`config.mk`:
```
export PLATFORM = sky130hd
export DESIGN_NAME = dmem_access_unit
export DESIGN_NICKNAME = d
export VERILOG_FILES = /design/src/rtl/dmem_access_unit.sv
export SDC_FILE = /design/constraint.sdc
export NUM_CORES = 1
export LEC_CHECK = 0
export CORE_UTILIZATION = 40
export DETAILED_ROUTE_END_ITERATION = 7
export PLACE_DENSITY = 0.83
export SLEW_MARGIN = 20
export SYNTH_ARGS = -nofsm -noshare
export SYNTH_HDL_FRONTEND = slang
export SYNTH_SLANG_ARGS = --single-unit
export TNS_END_PERCENT = 30
```
`constraint.sdc`:
```
create_clock -name CLK -period 8.4 [get_ports CLK]
set_input_delay 1.26 -clock CLK [delete_from_list [all_inputs] [get_ports CLK]]
set_output_delay 1.26 -clock CLK [all_outputs]
set_load 0.03 [all_outputs]
```
`src/rtl/dmem_access_unit.sv`:
```
// dmem_access_unit
//
// Memory-stage data access unit. Sits behind the EX/MEM pipeline register,
// decodes the load/store codes, and runs one word-wide request/acknowledge
// transaction to data memory per access. BUSY_WAIT stalls the pipeline until
// the access finishes; load results are extracted and extended into READ_DATA.
//
// Ports
//   CLK, RESET          clock, asynchronous active-high reset
//   MEM_READ[2:0]       load code  (1 LB, 2 LH, 3 LW, 4 LBU, 5 LHU, else none)
//   MEM_WRITE[2:0]      store code (1 SB, 2 SH, 3 SW, else none)
//   ADDRESS[31:0]       byte address
//   WRITE_DATA[31:0]    store data (unshifted)
//   READ_DATA[31:0]     extended load result, held until the next load completes
//   BUSY_WAIT           stall request to the pipeline registers
//   MISALIGNED          current request is misaligned (no access is made)
//   BUS_ERROR           one-cycle pulse when an access times out
//   MEM_REQ_READ/WRITE  memory request strobes, high until the ACK cycle
//   MEM_ADDR[29:0]      word address
//   MEM_WDATA[31:0]     lane-placed store data
//   MEM_BYTE_EN[3:0]    byte-lane enables
//   MEM_RDATA[31:0]     read word from memory
//   MEM_ACK             memory completion, one cycle
//   STATE_DBG[1:0]      current FSM state (0 IDLE, 1 RD_WAIT, 2 WR_WAIT, 3 DONE)
//
// Handshake: a request is held on MEM_REQ_* with MEM_ADDR/MEM_WDATA/
// MEM_BYTE_EN stable from the edge leaving IDLE until the cycle in which
// MEM_ACK is seen high; MEM_ACK outside a WAIT state carries no meaning.
module dmem_access_unit #(
  parameter int TIMEOUT_CYCLES = 255
) (
  input  logic        CLK,
  input  logic        RESET,
  input  logic [2:0]  MEM_READ,
  input  logic [2:0]  MEM_WRITE,
  input  logic [31:0] ADDRESS,
  input  logic [31:0] WRITE_DATA,
  output logic [31:0] READ_DATA,
  output logic        BUSY_WAIT,
  output logic        MISALIGNED,
  output logic        BUS_ERROR,
  output logic        MEM_REQ_READ,
  output logic        MEM_REQ_WRITE,
  output logic [29:0] MEM_ADDR,
  output logic [31:0] MEM_WDATA,
  output logic [3:0]  MEM_BYTE_EN,
  input  logic [31:0] MEM_RDATA,
  input  logic        MEM_ACK,
  output logic [1:0]  STATE_DBG
);

  localparam int CW = $clog2(TIMEOUT_CYCLES + 1);

  typedef enum logic [1:0] {
    IDLE    = 2'd0,
    RD_WAIT = 2'd1,
    WR_WAIT = 2'd2,
    DONE    = 2'd3
  } state_t;

  state_t      state_q, state_d;
  logic [CW-1:0] cnt_q, cnt_d, cnt_inc;
  logic        req_rd_q, req_rd_d;
  logic        req_wr_q, req_wr_d;
  logic        bus_err_q, bus_err_d;
  logic [29:0] addr_q, addr_d;
  logic [31:0] wdata_q, wdata_d;
  logic [3:0]  be_q, be_d;
  logic [2:0]  ld_code_q, ld_code_d;
  logic [1:0]  off_q, off_d;
  logic [31:0] word_q, word_d;
  logic [31:0] read_data_q, read_data_d;

  // Request decode
  logic st_valid, ld_valid, req_valid;
  logic is_half, is_word, misaligned, go;

  // Pick the addressed byte/halfword out of a word and extend it.
  function automatic logic [31:0] extend_load(input logic [31:0] word,
                                              input logic [2:0]  code,
                                              input logic [1:0]  off);
    logic [31:0] bsh;
    logic [31:0] hsh;
    bsh = word >> {off, 3'b000};
    hsh = word >> {off[1], 4'b0000};
    case (code)
      3'd1:    extend_load = {{24{bsh[7]}}, bsh[7:0]};
      3'd2:    extend_load = {{16{hsh[15]}}, hsh[15:0]};
      3'd4:    extend_load = {24'b0, bsh[7:0]};
      3'd5:    extend_load = {16'b0, hsh[15:0]};
      default: extend_load = word;
    endcase
  endfunction

  always_comb begin
    st_valid  = (MEM_WRITE == 3'd1) || (MEM_WRITE == 3'd2) || (MEM_WRITE == 3'd3);
    ld_valid  = (MEM_READ >= 3'd1) && (MEM_READ <= 3'd5);
    req_valid = st_valid || ld_valid;
    // Access size comes from the store when one is present (store wins).
    if (st_valid) begin
      is_half = (MEM_WRITE == 3'd2);
      is_word = (MEM_WRITE == 3'd3);
    end else begin
      is_half = (MEM_READ == 3'd2) || (MEM_READ == 3'd5);
      is_word = (MEM_READ == 3'd3);
    end
    misaligned = req_valid && ((is_half && ADDRESS[0]) ||
                               (is_word && (ADDRESS[1:0] != 2'b00)));
    go = req_valid && !misaligned;
  end

  assign cnt_inc = cnt_q + CW'(1);

  always_comb begin
    state_d     = state_q;
    cnt_d       = cnt_q;
    req_rd_d    = req_rd_q;
    req_wr_d    = req_wr_q;
    bus_err_d   = 1'b0;
    addr_d      = addr_q;
    wdata_d     = wdata_q;
    be_d        = be_q;
    ld_code_d   = ld_code_q;
    off_d       = off_q;
    word_d      = word_q;
    read_data_d = read_data_q;

    case (state_q)
      IDLE: begin
        if (go) begin
          cnt_d     = '0;
          addr_d    = ADDRESS[31:2];
          off_d     = ADDRESS[1:0];
          ld_code_d = MEM_READ;
          if (st_valid) begin
            state_d  = WR_WAIT;
            req_wr_d = 1'b1;
            case (MEM_WRITE)
              3'd1: begin
                be_d    = 4'b0001 << ADDRESS[1:0];
                wdata_d = {24'b0, WRITE_DATA[7:0]} << {ADDRESS[1:0], 3'b000};
              end
              3'd2: begin
                be_d    = ADDRESS[1] ? 4'b1100 : 4'b0011;
                wdata_d = {16'b0, WRITE_DATA[15:0]} << {ADDRESS[1], 4'b0000};
              end
              default: begin
                be_d    = 4'b1111;
                wdata_d = WRITE_DATA;
              end
            endcase
          end else begin
            state_d  = RD_WAIT;
            req_rd_d = 1'b1;
            be_d     = 4'b1111;
            wdata_d  = 32'b0;
          end
        end
      end

      RD_WAIT, WR_WAIT: begin
        if (MEM_ACK) begin
          state_d  = DONE;
          req_rd_d = 1'b0;
          req_wr_d = 1'b0;
          if (state_q == RD_WAIT) begin
            word_d      = MEM_RDATA;
            read_data_d = extend_load(MEM_RDATA, ld_code_q, off_q);
          end
        end else if (cnt_inc == CW'(TIMEOUT_CYCLES)) begin
          // Abort: the load word and READ_DATA keep their old values.
          state_d   = DONE;
          req_rd_d  = 1'b0;
          req_wr_d  = 1'b0;
          bus_err_d = 1'b1;
        end else begin
          cnt_d = cnt_inc;
        end
      end

      // One-cycle gap so the request still on the inputs is not re-issued
      // before the pipeline advances.
      DONE: state_d = IDLE;

      default: state_d = IDLE;
    endcase
  end

  always_ff @(posedge CLK or posedge RESET) begin
    if (RESET) begin
      state_q     <= IDLE;
      cnt_q       <= '0;
      req_rd_q    <= 1'b0;
      req_wr_q    <= 1'b0;
      bus_err_q   <= 1'b0;
      addr_q      <= 30'b0;
      wdata_q     <= 32'b0;
      be_q        <= 4'b0;
      ld_code_q   <= 3'b0;
      off_q       <= 2'b0;
      word_q      <= 32'b0;
      read_data_q <= 32'b0;
    end else begin
      state_q     <= state_d;
      cnt_q       <= cnt_d;
      req_rd_q    <= req_rd_d;
      req_wr_q    <= req_wr_d;
      bus_err_q   <= bus_err_d;
      addr_q      <= addr_d;
      wdata_q     <= wdata_d;
      be_q        <= be_d;
      ld_code_q   <= ld_code_d;
      off_q       <= off_d;
      word_q      <= word_d;
      read_data_q <= read_data_d;
    end
  end

  assign BUSY_WAIT     = ((state_q == IDLE) && go) ||
                         (state_q == RD_WAIT) || (state_q == WR_WAIT);
  assign MISALIGNED    = misaligned;
  assign BUS_ERROR     = bus_err_q;
  assign MEM_REQ_READ  = req_rd_q;
  assign MEM_REQ_WRITE = req_wr_q;
  assign MEM_ADDR      = addr_q;
  assign MEM_WDATA     = wdata_q;
  assign MEM_BYTE_EN   = be_q;
  assign READ_DATA     = read_data_q;
  assign STATE_DBG     = state_q;

endmodule

```
# [Yosys cells after proc, flatten, opt, wreduce, memory -nomap -nowiden]
# Cells that the tools add are included.
[word_totals] inputBits=105 output_inout_bits=105 word_cells=91 ff_bits=116
[classes] n_mux=28 n_reduce_logical=24 eq_ne=20 shifts=5 order_cmp=2 n_addsub=1
[op_table] cell="$pmux 32 s4" n=1
[op_table] cell="$pmux 32 s2" n=1
[op_table] cell="$mux 32" n=1
[op_table] cell="$shl 16x5->32" n=1
[op_table] cell="$shl 8x5->32" n=1
[op_table] cell="$shr 32x5->16" n=1
[op_table] cell="$shr 32x5->8" n=1
[op_table] cell="$mux 8" n=3
[op_table] cell="$pmux 8 s2" n=1
[op_table] cell="$eq 3x2->1 const B" n=5
[op_table] cell="$reduce_and 4->1" n=3
[op_table] cell="$mux 1" n=11
[op_table] cell="$ne 2x2->1 const B" n=5
[op_table] cell="$eq 3x3->1 const B" n=3
[op_table] cell="$add 8x1->8 const B" n=1
[op_table] cell="$eq 8x8->1 const B" n=1
[op_table] cell="$mux 2" n=4
[op_table] cell="$mux 4" n=2
[op_table] cell="$pmux 4 s2" n=1
[op_table] cell="$logic_or 1x1->1" n=7
[op_table] cell="$eq 3x1->1 const B" n=2
[op_table] cell="$logic_and 1x1->1" n=6
[op_table] cell="$pmux 2 s3" n=1
[op_table] cell="$eq 2x2->1 const B" n=2
[op_table] cell="other kinds (12)" n=15

# [Logic depth before layout (Yosys ltp)]
[logic_depth] depth_word=12 ltp_mapped=10 mapped_depth_nobuf=8

# [Least setup slack after synthesis]
# OpenSTA, ideal clock, no wires.
[synth_path] kind="in2out" start="input MEM_READ[0]" end="output BUSY_WAIT" arrival_ns=2.772 setup_slack_ns=4.368 cell_stages=6 path_cell_list="or3b_1 a311oi_2 a21oi_2 and3_1 buf_2 or3_1"
[synth_via] elab_chain_cells=11 elab_cells_between_ends=19 cone_classes="2 x order compare; 3 x eq/ne; 2 x mux; 12 x reduce/logical"
[synth_rtl] element="start, declared" line="34" rtl="input logic [2:0] MEM_READ,"
[synth_rtl] element="$eq 3x2->1 / $eq 3x3->1 (equally long branches)" line="104" rtl="is_half = (MEM_READ == 3'd2) || (MEM_READ == 3'd5);"
[synth_rtl] element="$logic_or 1x1->1" line="104"
[synth_rtl] element="$mux 1" line="100" rtl="if (st_valid) begin"
[synth_rtl] element="$logic_and 1x1->1" line="107" rtl="misaligned = req_valid && ((is_half && ADDRESS[0]) ||"
[synth_rtl] element="$logic_or 1x1->1" line="107"
[synth_rtl] element="$logic_and 1x1->1" line="107"
[synth_rtl] element="$logic_not 1->1" line="109" rtl="go = req_valid && !misaligned;"
[synth_rtl] element="$logic_and 1x1->1 *" line="109"
[synth_rtl] element="$logic_and 1x1->1 *" line="219" rtl="assign BUSY_WAIT = ((state_q == IDLE) && go) ||"
[synth_rtl] element="$logic_or 1x1->1 *" line="219"
[synth_rtl] element="$logic_or 1x1->1 *" line="220" rtl="(state_q == RD_WAIT) || (state_q == WR_WAIT);"
[synth_rtl] element="end, declared" line="39" rtl="output logic BUSY_WAIT,"
# Mark *: on every way between the ends. The rest lies on a longest branch, timed or not.

# [Final worst setup path]
[layout_path] start="input MEM_READ[1]" end="output BUSY_WAIT"
# The elaborated chain is that of the path after synthesis.

==> impl_metrics.py <==
metrics = {
    "clock_tree": {
        "root_buffer": "clkbuf_16",
        "cts_hold_buf": 0,
        "cts.repair.resized": 0,
        "clock_path_buffers": 2,
        "clk_pin_slew_worst_paths_ns": 0.05,
        "cts_max_level": 4,
        "cts_tree": "yes",
        "clk_latency_ns": 0.42,
        "post_cts_buffers": 0,
        "cts_buffers": 17,
        "clkSinkCount": 116,
    },
    "floorplanning": {
        "start_util": 0.413,
        "coreArea_um2": 14000,
        "fp.dieH_um": 122,
        "dieWidth_um": 122,
        "die-area_um2": 14900,
        "num_rows": 43,
        "num_io_pins": 210,
    },
    "worst_setup_path": {
        "r2r_slack_ns": 5.63,
        "slowest_delay_ns": 0.61,
        "reg2reg_from": "off_q[1]$_DFFE_PP0P_",
        "worst_r2r_path_depth": 5,
        "path_buf_inv": 2,
        "cp_data_required_time_ns": 7.14,
        "startpoint": "MEM_READ[1]",
        "path_cells": "clkdlybuf4s50_1 > or3b_1 > a311oi_2 > a21oi_2 > and3_1 > or3_1 > clkdlybuf4s50_1",
        "worstPathArrival_ns": 3.83,
        "cpMostUsedCell": "clkdlybuf4s50_1",
        "setup.worst_path.class": "primary input to output pin",
        "path_max_fanout": 8,
        "timing.critical_path.depth": 7,
        "cp-start-kind": "primary input",
        "crit_slowest_cell": "clkdlybuf4s50_1",
        "path_delay_family": "buffers and inverters",
        "r2r-end": "READ_DATA[8]$_DFFE_PP0P_",
        "end_kind": "output pin",
        "crit_end": "BUSY_WAIT",
    },
    "sta": {
        "min_period_ns": 5.09,
        "whs_ns": 0.471,
        "fin_ws_ns": 3.31,
        "hold_viol_final": 0,
        "fmax_mhz": 197,
        "setup_tns_ns": 0,
        "rsz0062_at_grt": "no",
        "tightestPinTransition_ns": 1.02,
        "setup_viol": 0,
        "maxSlewViolCount": 0,
        "relSlewSlack": 0.316,
        "fin_crit_sh": 0.606,
        "skew_ns": 0.00788,
    },
    "detailed_routing": {
        "drt-pass1-iter-count": 6,
        "wl_per_cell_um": 16.6,
        "vias": 5688,
        "viasPerCell": 5.40,
        "drcViolationCount": 0,
        "routed_wl_um": 17500,
        "drt_iter0_markers": 499,
        "drtAntennaViolNets": 0,
    },
    "global_route": {
        "grt_pass1_vias": 5521,
        "grt.overflow.total": 0,
        "grt_max_degree": 68,
        "antenna_found_initial": 0,
        "grt_pass1_wl_um": 27400,
        "grt_usage": 0.240,
    },
    "synth": {
        "synth.ff_latch_count": 116,
        "synth_edf_count": 0,
        "synth_ff_type": "dfrtp_1",
        "seq_area_frac_synth": 0.503,
        "synth_top_area_share": 0.503,
        "synthTopCellsByArea": "dfrtp_1, nand2_1, o21ai_0",
        "syn_nets": 773,
        "postSynth.asyncResetShare": 1.00,
        "syn_area_um2": 5780,
        "netlist_instances": 663,
        "syn_avg_cell_area_um2": 8.71,
        "synth.distinct_cells": 51,
        "yosys_warnings": 0,
        "synth_top_area_cell": "dfrtp_1",
    },
    "placed_design": {
        "dp_slack_ns": 3.34,
        "place_inst": 1021,
        "dpl-instance-area_um2": 8000,
        "gp_congestion": 0.857,
        "hpwlAfterDp_um": 12200,
        "io_buffer_count": 209,
    },
    "run": {
        "max_cap_violations": 0,
    },
    "power": {
        "p_leak_nw": 3.77,
        "totalPowerFinal_mw": 3.59,
        "powerDensity_nw_per_um2": 417,
        "ir_drop_mv": 0.208,
    },
    "layout": {
        "layout-drive-gt1-share": 0.0584,
        "fillers": 1169,
        "nets": 970,
        "diodes": 0,
        "area_growth_pct": 48.8,
        "stdcell_area_um2": 8590,
        "final_util": 0.614,
        "layoutNonFillerInstCount": 1053,
    },
    "run_status": {
        "outcome": "finished, final reports clean",
    },
    "min_path": {
        "timing.hold.worst.class": "flip-flop to flip-flop",
    },
}
## kinds of logic (layout without fill, tap and decap cells)
| family | Yosys count | in the layout | share of synthesized area |
|---|---|---|---|
| DFF | 116 | 116 | 0.503 |
| AOI/OAI and AO/OA | 195 | 195 | 0.213 |
| adders and majority gates | 5 | 5 | 0.0108 |
| buffers and inverters | 58 | 268 | 0.0414 |
| muxes | 20 | 20 | 0.0355 |
| xor gates and xnor gates | 3 | 3 | 0.00455 |
| and+or+nand+nor | 266 | 266 | 0.192 |
## synth_stat cells (5+ instances only)
cell	number
nand2_1	173
dfrtp_1	116
o21ai_0	58
a21oi_1	55
nor2_1	46
clkbuf_1	24
inv_1	19
o22ai_1	18
mux2i_1	16
buf_2	14
a222oi_1	8
a22o_1	8
a22oi_1	8
a31oi_1	8
nand3_1	8
nor3_1	7
nand2b_1	6
a21o_1	5
ha_1	5
## power by group
group / total [mW] / leakage [nW] / internal [mW] / switching [mW]
logic: 1.85 / 2.03 / 0.747 / 1.10
registers: 1.01 / 1.45 / 0.811 / 0.195
clock network: 0.731 / 0.290 / 0.479 / 0.252
total: 3.59 / 3.77 / 2.04 / 1.55
## layout make-up
type | count | area (um^2) | share of cell area
clock buffers | 22 | 464 | 0.0540
flip-flops and latches | 116 | 2900 | 0.338
repair buffers | 217 | 2150 | 0.250
inverters | 19 | 73.8 | 0.00859
well taps | 180 | 225 | 0.0262
clock inverters | 10 | 130 | 0.0151
multi-input cells | 489 | 2650 | 0.308
## how the worst min path moves through the flow
stage | from | to | cells after the start
CTS | MEM_ADDR[20]$_DFFE_PP0P_ | MEM_ADDR[20]$_DFFE_PP0P_ | 2
detailed placement | MEM_ADDR[20]$_DFFE_PP0P_ | MEM_ADDR[20]$_DFFE_PP0P_ | 2
finish | MEM_ADDR[20]$_DFFE_PP0P_ | MEM_ADDR[20]$_DFFE_PP0P_ | 2
floorplan | cnt_q[5]$_DFFE_PP0P_ | cnt_q[5]$_DFFE_PP0P_ | 1
global route | MEM_ADDR[16]$_DFFE_PP0P_ | MEM_ADDR[16]$_DFFE_PP0P_ | 2
global placement | MEM_ADDR[9]$_DFFE_PP0P_ | MEM_ADDR[9]$_DFFE_PP0P_ | 2
## flip-flops by register name, indices dropped and copies added (netlist names)
register and flops:
MEM_REQ_READ 1, cnt_q 8, off_q 2, MEM_REQ_WRITE 1, MEM_WDATA 32, READ_DATA 32
STATE_DBG 2, BUS_ERROR 1, ld_code_q 3, MEM_ADDR 30, MEM_BYTE_EN 4
## cells in the final DEF, fill, tap and decap left out, types with 5 or more instances in the layout
| cell type | Yosys | routed |
|---|---|---|
| clkdlybuf4s50_1 | 0 | 209 |
| o21ai_0 | 58 | 58 |
| ha_1 | 5 | 5 |
| nor2_1 | 46 | 46 |
| a21o_1 | 5 | 5 |
| a22o_1 | 8 | 8 |
| nand3_1 | 8 | 7 |
| clkinv_2 | 0 | 5 |
| dfrtp_1 | 116 | 116 |
| clkbuf_16 | 0 | 17 |
| inv_1 | 19 | 18 |
| nand2_1 | 173 | 173 |
| a22oi_1 | 8 | 8 |
| nand2b_1 | 6 | 6 |
| o22ai_1 | 18 | 18 |
| mux2i_1 | 16 | 16 |
| a21oi_1 | 55 | 55 |
| a31oi_1 | 8 | 8 |
| buf_4 | 1 | 8 |
| nor3_1 | 7 | 7 |
| a222oi_1 | 8 | 8 |
## worst reg2reg max path, delay by kind of cell (launching register included)
kind | cells | cell delay, ns
buf+inv | 1 | 0.36
flops | 1 | 1.02
compound gates | 4 | 1.31
## metal layers
metal / part of all wire / GRT usage
met1: 0.41 / 0.288
met3: 0.080 / 0.0674
met4: 0.018 / 0.104
met2: 0.49 / 0.403
met5: 0 / 0
(Power assumes the default switching activity.)
